--- config.mk ---
export PLATFORM = sky130hd
export DESIGN_NAME = booth_r4_iter_mul
export DESIGN_NICKNAME = d
export VERILOG_FILES = /design/src/rtl/booth_r4_iter_mul.sv
export SDC_FILE = /design/constraint.sdc
export NUM_CORES = 1
export LEC_CHECK = 0
export ABC_CLOCK_PERIOD_IN_PS = 6500
export BUFFER_PORTS_ARGS = -buffer_cell sky130_fd_sc_hd__buf_4
export CAP_MARGIN = 25
export CELL_PAD_IN_SITES_DETAIL_PLACEMENT = 0
export CELL_PAD_IN_SITES_GLOBAL_PLACEMENT = 2
export CORE_ASPECT_RATIO = 0.5
export CORE_MARGIN = 2
export CORE_UTILIZATION = 37
export CTS_CLUSTER_SIZE = 24
export DETAILED_ROUTE_END_ITERATION = 7
export GPL_ROUTABILITY_DRIVEN = 0
export PLACE_DENSITY_LB_ADDON = 0.12
export SLEW_MARGIN = 10
export SYNTH_ARGS = -nofsm -noshare
export SYNTH_HDL_FRONTEND = slang
export SYNTH_SLANG_ARGS = --single-unit
--- constraint.sdc ---
create_clock -name clk -period 6.5 [get_ports clk]
set_input_delay 1.3 -clock clk [delete_from_list [all_inputs] [get_ports clk]]
set_output_delay 1.3 -clock clk [all_outputs]
set_load 0.01 [all_outputs]
--- src/rtl/booth_r4_iter_mul.sv ---
// rtl/booth_r4_iter_mul.sv - iterative radix-4 Booth multiplier with valid/ready handshakes
// Optional unsigned support (in_uns port) is built when BOOTH_UNSIGNED_EN is defined.
module booth_r4_iter_mul #(
    parameter int WIDTH        = 16,
    parameter int PP_PER_CYCLE = 1
) (
    input  logic               clk,
    input  logic               rst_n,
    input  logic               in_valid,
    output logic               in_ready,
    input  logic [WIDTH-1:0]   in_a,
    input  logic [WIDTH-1:0]   in_b,
`ifdef BOOTH_UNSIGNED_EN
    input  logic               in_uns,
`endif
    output logic               out_valid,
    input  logic               out_ready,
    output logic [2*WIDTH-1:0] out_p
);

    localparam int PW = 2 * WIDTH;
`ifdef BOOTH_UNSIGNED_EN
    localparam int NDIG = WIDTH / 2 + 1;
`else
    localparam int NDIG = WIDTH / 2;
`endif
    localparam int NIT = (NDIG + PP_PER_CYCLE - 1) / PP_PER_CYCLE;
    // Recoding window: b[-1] at bit 0, then the multiplier, then pad bits covering every digit consumed.
    localparam int BXW = 2 * NIT * PP_PER_CYCLE + 3;
    localparam int CW  = $clog2(NDIG + PP_PER_CYCLE + 1);

    typedef enum logic [1:0] {
        IDLE = 2'd0,
        CALC = 2'd1,
        DONE = 2'd2
    } state_t;

    state_t          state_q;
    logic            in_ready_q;
    logic            out_valid_q;
    logic [PW-1:0]   out_p_q;
    logic [PW-1:0]   acc_q;
    logic [PW-1:0]   acc_d;
    logic [PW-1:0]   m_q;
    logic [BXW-1:0]  bx_q;
    logic [CW-1:0]   cnt_q;
    logic [CW-1:0]   cnt_d;
    logic            uns_w;
    logic            a_pad;
    logic            b_pad;
    logic [PW-1:0]   a_ext;
    logic [BXW-1:0]  b_ext;

`ifdef BOOTH_UNSIGNED_EN
    assign uns_w = in_uns;
`else
    assign uns_w = 1'b0;
`endif

    assign a_pad = uns_w ? 1'b0 : in_a[WIDTH-1];
    assign b_pad = uns_w ? 1'b0 : in_b[WIDTH-1];
    assign a_ext = {{WIDTH{a_pad}}, in_a};
    assign b_ext = {{(BXW-WIDTH-1){b_pad}}, in_b, 1'b0};

    // Multiplicand is pre-shifted by the digit weight, so negation here is directly the PP's two's complement.
    function automatic logic [PW-1:0] booth_pp(input logic [2:0] trip, input logic [PW-1:0] m);
        case (trip)
            3'b001, 3'b010: booth_pp = m;
            3'b011:         booth_pp = m << 1;
            3'b100:         booth_pp = ~(m << 1) + PW'(1);
            3'b101, 3'b110: booth_pp = ~m + PW'(1);
            default:        booth_pp = '0;
        endcase
    endfunction

    always_comb begin
        acc_d = acc_q;
        for (int k = 0; k < PP_PER_CYCLE; k++) begin
            acc_d = acc_d + booth_pp(bx_q[2*k +: 3], m_q << (2*k));
        end
    end

    assign cnt_d = cnt_q + CW'(PP_PER_CYCLE);

    always_ff @(posedge clk or negedge rst_n) begin
        if (!rst_n) begin
            state_q     <= IDLE;
            in_ready_q  <= 1'b1;
            out_valid_q <= 1'b0;
            out_p_q     <= '0;
            acc_q       <= '0;
            m_q         <= '0;
            bx_q        <= '0;
            cnt_q       <= '0;
        end else begin
            case (state_q)
                IDLE: begin
                    if (in_valid) begin
                        m_q        <= a_ext;
                        bx_q       <= b_ext;
                        acc_q      <= '0;
                        cnt_q      <= '0;
                        in_ready_q <= 1'b0;
                        state_q    <= CALC;
                    end
                end
                CALC: begin
                    acc_q <= acc_d;
                    m_q   <= m_q << (2 * PP_PER_CYCLE);
                    bx_q  <= bx_q >> (2 * PP_PER_CYCLE);
                    cnt_q <= cnt_d;
                    if (cnt_d >= CW'(NDIG)) begin
                        out_p_q     <= acc_d;
                        out_valid_q <= 1'b1;
                        state_q     <= DONE;
                    end
                end
                DONE: begin
                    if (out_ready) begin
                        out_valid_q <= 1'b0;
                        in_ready_q  <= 1'b1;
                        state_q     <= IDLE;
                    end
                end
                default: begin
                    state_q     <= IDLE;
                    in_ready_q  <= 1'b1;
                    out_valid_q <= 1'b0;
                end
            endcase
        end
    end

    assign in_ready  = in_ready_q;
    assign out_valid = out_valid_q;
    assign out_p     = out_p_q;

endmodule
# Yosys cells after proc, flatten, opt, wreduce, memory -nomap -nowiden
# Cells that the tools add are included.
op_classes:
  n_lt_le_gt_ge: 1
  n_eq_ne: 11
  addsub: 4
  n_bitwise: 4
  muxes: 19
  n_reduce_logical: 9
ops:
  columns: ["op", "count"]
  rows:
  - ["case mux 32 bit (2 select lines)", 2]
  - ["case mux 32 bit (4 select lines)", 1]
  - ["adder 32 x 1 -> 32 bit (second input constant)", 2]
  - ["two-way mux 32 bit", 2]
  - ["NOT 32 bit", 2]
  - ["case mux 19 bit (2 select lines)", 1]
  - ["adder 32 bit", 1]
  - ["two-way mux 19 bit", 1]
  - ["== test 3 bit (second input constant)", 3]
  - ["AND reduction 3 bit", 3]
  - ["case mux 4 bit (2 select lines)", 1]
  - ["== test 3 x 2 -> 1 bit (second input constant)", 2]
  - ["two-way mux 2 bit", 3]
  - ["!= test 2 bit (second input constant)", 3]
  - ["case mux 1 bit (3 select lines)", 2]
  - ["case mux 2 bit (3 select lines)", 1]
  - ["adder 4 x 1 -> 4 bit (second input constant)", 1]
  - ["greater-or-equal comparator 4 bit (second input constant)", 1]
  - ["two-way mux 1 bit", 4]
  - ["two-way mux 4 bit", 1]
  - ["AND reduction 2 bit", 2]
  - ["OR reduction 2 bit", 2]
  - ["== test 3 x 1 -> 1 bit (second input constant)", 1]
  - ["== test 2 x 1 -> 1 bit (second input constant)", 1]
  - ["4 further kinds", 5]
totals:
  input_bits: 36
  ff_bits: 123
  out_inout_bits: 34
  elab_cells: 56

# Longest topological paths before layout
# Gate-level depths: netlist (run 1).
logic_depth:
  word_depth: 5
  ltp_mapped: 21
  mapped_depth_nobuf: 19

# Least setup slack after synthesis (run 1)
# No wires, ideal clock.
synth_timing:
  path_type: "register to register"
  startpoint: "reg m_q[5]"
  endpoint: "reg out_p_q[29] (netlist: out_p[29])"
  arrival_time_ps: 4733
  path_stages_with_launch: 20
  setup_slack_ps: 1642
  required_time_ps: 6375
  setup_ps: 125
  n_path_buf: 2
  cell_sequence: "dfrtp_1 clkbuf_1 or4_1 or4_1 or4b_1 nor3_1 xnor2_1 o21ai_1 a2bb2oi_1 a21oi_1 ha_1 clkbuf_1 nand2_1 o21ai_0 a31oi_1 o21ai_0 a31oi_1 o41ai_1 xor2_1 mux2_2"
synth_between:
  elab_chain_len: 4
synth_rtl:
  columns: ["item", "line_no", "source"]
  rows:
  - ["start, declared", "44", "logic [PW-1:0] m_q;"]
  - ["start signal, assigned", "99", "m_q <= a_ext;"]
  - ["start signal, assigned", "109", "m_q <= m_q << (2 * PP_PER_CYCLE);"]
  - ["NOT 32 bit (on tied branches)", "71, 70", null]
  - ["adder 32 x 1 -> 32 bit (on tied branches)", "71, 70", null]
  - ["case mux 32 bit (4 select lines) (*)", "67", "case (trip)"]
  - ["adder 32 bit (*)", "79", "acc_d = acc_d + booth_pp(bx_q[2*k +: 3], m_q << (2*k));"]
  - ["end signal, assigned", "90", "out_p_q <= '0;"]
  - ["end signal, assigned", "113", "out_p_q <= acc_d;"]
  - ["end, declared", "41", "logic [PW-1:0] out_p_q;"]
# Mark *: on every way between the ends. The rest lies on a longest branch, timed or not.
# A chain may end at the register's enable or synchronous reset.

# Worst setup path in the final report (run 1)
layout_timing:
  startpoint: "reg m_q[6]"
  endpoint: "reg out_p_q[23] (netlist: out_p[23])"
# Same word-level chain as after synthesis.

==> flow_metrics.tcl, run 1 <==
set metrics [dict create \
    status "finished clean" \
    routed_wl_mm 26.5 \
    firstDrtPassIters 5 \
    rrSetupSlack_ns 1.20 \
    slew_headroom 0.353 \
    synth.net_count 1064 \
    worst_pin_slew_ns 0.967 \
    synth_top_cell_by_area "dfrtp_1" \
    finalCoreUtilization 0.440 \
    drive_gt1_frac 0.138 \
    post_cts_resized 0 \
    arrival_ns 5.62 \
    clk_latency_ns 0.44 \
    syn2layout_area_growth_pct 15.6 \
    skew_ns 0.0120 \
    synth_cell_type_count 60 \
    ant_nets 0 \
    detailedPlacementHpwl_mm 18.3 \
    htreeDepth 4 \
    coreArea_um2 21900 \
    setup_violations 0 \
    post-route-period-util 0.815 \
    syn_area_um2 8350 \
    min-delay-start "out_p[26]$_DFFE_PN0P_" \
    synth.avg_cell_area_um2 8.40 \
    floorplan.die_area_um2 23900 \
    grt_pass1_wl_mm 41.9 \
    cp-end-kind "flip-flop" \
    ys_top_cells_by_area "dfrtp_1, nand2_1, o21ai_0" \
    synth-edff-count 0 \
    critPathLaunch "m_q[6]$_DFFE_PN0P_" \
    fmax_mhz 189 \
    async_flop_share 1.00 \
    yosysMostFrequentCell "nand2_1" \
    crit_type "reg -> reg" \
    drt_iter0_markers 661 \
    io_buffer_count 69 \
    hold_class "reg -> reg" \
    cts-hold-fix-buffers 0 \
    vias 7550 \
    critical_path_peak_fanout 9 \
    antenna_found_initial 0 \
    root_buffer "clkbuf_16" \
    cts_tree "built" \
    cts_buffers 17 \
    synthTopCellsByCount "nand2_1, dfrtp_1, o21ai_0, clkbuf_1, a21oi_1" \
    final_hold_viol_count 0 \
    fp.dieW_um 216 \
    grt_max_degree 70 \
    fillers 2209 \
    diodes 0 \
    synth-seq-cells 122 \
    crit_path_start_kind "flip-flop" \
    rsz0062_at_grt "false" \
    fin_nets 1079 \
    die_y_um 110 \
    netlist_instances 994 \
    cts_max_path_buffers 2 \
    tns_ns 0 \
    grt_overflow 0 \
    maxCapViolations 0 \
    slew_violations 0 \
    vias_per_cell 5.71 \
    synth_warnings 0 \
    period_needed_ns 5.30 \
    post_drt_wl_per_cell_um 20.1 \
    synth_top_area_share 0.363 \
    reg2reg_from "m_q[6]$_DFFE_PN0P_" \
    ys.flop_type "dfrtp_1" \
    rows 38 \
    grt_pass1_vias 7162 \
    io_pins 70 \
    post_cts_buffers 0 \
    clk_pin_slew_ns 0.06 \
    required_ns 6.82 \
    track_usage 0.231 \
    drc 0 \
    seq_area_frac_synth 0.366 \
    start_util 0.381 \
    cts_sinks 122 \
]
[critical path, stage by stage (launching register included)]
cell and delay (ns):
dfrtp_1 0.47, or4_1 0.58, or4_1 0.58, or4b_1 0.61, nor3_1 0.22, xnor2_1 0.20
o21ai_1 0.10, a2bb2oi_1 0.14, a21oi_1 0.21, ha_1 0.36, nand2_1 0.10, o21ai_0 0.12
a31oi_1 0.19, o21ai_0 0.09, a31oi_1 0.44, o21bai_1 0.27, xor2_1 0.21, mux2_2 0.28
[worst paths after layout]
check | to | cells after the start
setup / recovery | out_p[23]$_DFFE_PN0P_ | 17
hold / removal | out_p[26]$_DFFE_PN0P_ | 2
setup reg to reg | out_p[23]$_DFFE_PN0P_ | 17
hold reg to reg | out_p[26]$_DFFE_PN0P_ | 2
max in group asynchronous | acc_q[15]$_DFFE_PN0P_ | 3
min in group asynchronous | out_p[9]$_DFFE_PN0P_ | 1
[per-stage QoR]
stage / worst slack, ns / std cells / hold WS [ns] / cell area [µm²]
2_1_floorplan: 1.64 / 994 / 0.450 / 8350
3_3_place_gp: 1.38 / 1289 / 0.458 / 9020
3_5_place_dp: 1.27 / 1289 / 0.463 / 9020
4_1_cts: 1.26 / 1321 / 0.479 / 9630
5_1_grt: 0.894 / 1322 / 0.487 / 9650
6_report: 1.20 / 1322 / 0.472 / 9650
[registers in the layout, summed over array words and instances (netlist names)]
register,cells
bx_q,18
out_p,32
cnt_q,4
in_ready,1
acc_q,32
out_valid,1
state_q,2
m_q,32
[cell families after synthesis]
group,Yosys count,share of synthesized area
AOI/OAI and AO/OA,332,0.260
and+or+nand+nor,320,0.184
DFF,122,0.366
buffers and inverters,105,0.0492
xor gates and xnor gates,66,0.0692
adders and majority gates,34,0.0519
muxes,15,0.0196
[layout make-up]
class                           count  area (µm²)  area share
Multi-Input combinational cell    767        4910       0.508
Tap cell                          300         375      0.0389
Clock buffer                       20         457      0.0473
Timing Repair Buffer               84         643      0.0667
Clock inverter                     12         148      0.0153
Inverter                           17        63.8     0.00661
Sequential cell                   122        3060       0.317
[layout by cell type, fill, tap and decap left out, types with 7 or more instances in the layout]
master	n
a21o_1	21
a21oi_1	72
a221o_1	17
a221oi_1	7
a22o_1	28
a22oi_1	16
a31oi_1	8
and3_1	7
buf_4	83
clkbuf_16	17
dfrtp_1	120
ha_1	33
inv_1	16
mux2_2	11
nand2_1	157
nand2b_1	9
nand3_1	7
nand4_1	10
nor2_1	43
nor3_1	11
nor3b_1	27
nor4_1	8
o21a_1	7
o21ai_0	103
or3_1	13
or4_1	7
xnor2_1	38
xor2_1	28
[layer usage]
metal,track usage,wire (µm),vias up
li1,-,-,3616
met3,0.0422,1570,30
met5,0,0,-
met4,0.0714,379,0
met2,0.327,10600,238
met1,0.352,14000,3666
Power of run 1 is left out: the tool's default activity adds up to more than one toggle a clock period on the data nets, which glitch-free logic cannot reach.
==> run 2: changes to the inputs <==
Settings changed: ABC_CLOCK_PERIOD_IN_PS 6500 to 4300, CORE_UTILIZATION 37 to 33.
Clock period 6.5 ns to 4.3 ns, I/O delays scaled along.
==> run 2 against run 1 <==
Final cell count is 16% higher; setup slack worse by 1.4 ns; sequential cell count stayed put; critical path depth is 1 lower; clock-buffer cell count stayed put; routed wire length is 8.5% higher; worst hold slack hardly changed; non-clock buffer count is 166 higher; final area is 22% higher; utilization is 3.0 points higher; global-route usage is 1.1 points lower; the run now ends with negative setup slack left; register-to-register slack worse by 1.4 ns.
==> flow_metrics.tcl, run 2 (same netlist as run 1, synthesis figures left out) <==
set metrics [dict create \
    status "complete, but fails checks" \
    violations "negative setup slack" \
    setup_violations 14 \
    path_cells "or4_4 > or4_4 > or3_4 > or4_4 > o21ai_1 > nor2b_2 > o22ai_2 > buf_6 > ha_4 > nand4_1 > buf_4 > o21a_1 > o21ai_1 > a31oi_2 > xnor2_2 > mux2_4" \
    rsz0062_at_grt "true" \
    fin_nets 1245 \
    grt_overflow 0 \
    final_cell_mix "buf_4, nand2_1, dfrtp_1, o21ai_0, a21oi_1" \
    rrSetupSlack_ns -0.17 \
    slew_headroom 0.342 \
    final_hold_viol_count 0 \
    vias_per_cell 5.33 \
    io_pins 70 \
    root_buffer "clkbuf_16" \
    cts_sinks 122 \
    crit_path_start_kind "flip-flop" \
    firstDrtPassIters 5 \
    detailedPlacementHpwl_mm 20.6 \
    drt_iter0_markers 641 \
    required_ns 4.62 \
    cp-end-kind "flip-flop" \
    maxCapViolations 0 \
    period_needed_ns 4.47 \
    clk_latency_ns 0.44 \
    syn2layout_area_growth_pct 41.0 \
    fp.dieW_um 229 \
    post-route-period-util 1.04 \
    final_common_cell "buf_4" \
    worst_pin_slew_ns 0.986 \
    critPathMaxStageDelay_ns 0.56 \
    die_y_um 116 \
    track_usage 0.220 \
    crit_slowest_cell "or4_4" \
    antenna_found_initial 0 \
    fin_ws_ns -0.170 \
    drc 0 \
    floorplan.die_area_um2 26700 \
    tns_ns -0.976 \
    rows 41 \
    hold_class "reg -> reg" \
    dpl_cell_area_um2 10400 \
    grt_pass1_vias 7817 \
    grt_max_degree 96 \
    slew_violations 0 \
    cts-hold-fix-buffers 0 \
    clk_pin_slew_ns 0.06 \
    fmax_mhz 224 \
    skew_ns 0.00756 \
    htreeDepth 4 \
    critical_path_peak_fanout 6 \
    io_buffer_count 69 \
    ant_nets 0 \
    coreArea_um2 25000 \
    routed_wl_mm 28.8 \
    cts_max_path_buffers 2 \
    start_util 0.334 \
    post_drt_wl_per_cell_um 18.8 \
    vias 8165 \
    final_area_um2 11800 \
    cp_common_cell "or4_4" \
    arrival_ns 4.79 \
    crit_type "reg -> reg" \
    cts_tree "built" \
    fillers 2482 \
    drive_gt1_frac 0.351 \
    cts_buffers 17 \
    grt_pass1_wl_mm 45.0 \
    diodes 0 \
    hold_slack_ns 0.472 \
]
run 2: changes by cell type in the layout (fill, tap and decap cells not counted), sizes merged:
cell / previous run / this run
inv: 17 / 18
clkinvlp: 5 / 3
buf: 84 / 250
bufinv: 3 / 4
run 2: metrics by stage:
stage / instances / util / setup slack, ns
after floorplan: 994 / - / -0.303
after global placement: 1494 / 0.414 / -0.363
after detailed placement: 1495 / 0.415 / -0.374
after CTS: 1531 / 0.453 / -0.168
after global routing: 1532 / 0.470 / -0.310
final: 1532 / 0.470 / -0.170
run 2: path summary, 6_finish.rpt:
kind / startpoint / endpoint / cells past startpoint
worst max-delay path: m_q[13]$_DFFE_PN0P_ / out_p[31]$_DFFE_PN0P_ / 16
worst min-delay path: out_p[26]$_DFFE_PN0P_ / out_p[26]$_DFFE_PN0P_ / 2
worst max register to register: m_q[13]$_DFFE_PN0P_ / out_p[31]$_DFFE_PN0P_ / 16
worst min register to register: out_p[26]$_DFFE_PN0P_ / out_p[26]$_DFFE_PN0P_ / 2
max in group asynchronous: rst_n / in_ready$_DFFE_PN1P_ / 2
min in group asynchronous: rst_n / bx_q[17]$_DFFE_PN0P_ / 1
run 2: layer usage:
metal	global-route usage	wire length (µm)	part of all wire
met5	0	0	0
met1	0.329	15200	0.53
met3	0.0400	1190	0.041
met4	0.0576	318	0.011
met2	0.327	12100	0.42
run 2: timing repair:
item / 4_1_cts / 5_1_grt
pin swaps: 27 / 37
setup endpoints to repair: 31 / 34
buffers inserted: 4 / 2
resized for setup: 66 / 86
run 2: layout make-up:
class	instances	area, µm²	area share
tap	344	430	0.0366
clock inverter	12	171	0.0146
multi-input combinational	767	5670	0.481
sequential	122	3060	0.260
timing repair buffer	250	1940	0.165
clock buffer	20	447	0.0379
inverter	17	63.8	0.00542
run 2: critical path, delay by kind of cell, from the launching register on:
family          cells  cell delay (ns)
fa+ha+maj           1             0.26
buf+inv             2             0.34
flops               1             0.37
compound gates      5             0.67
mux                 1             0.26
xor+xnor            1             0.16
simple gates        6             2.28
Power of run 2 is left out for the same reason.
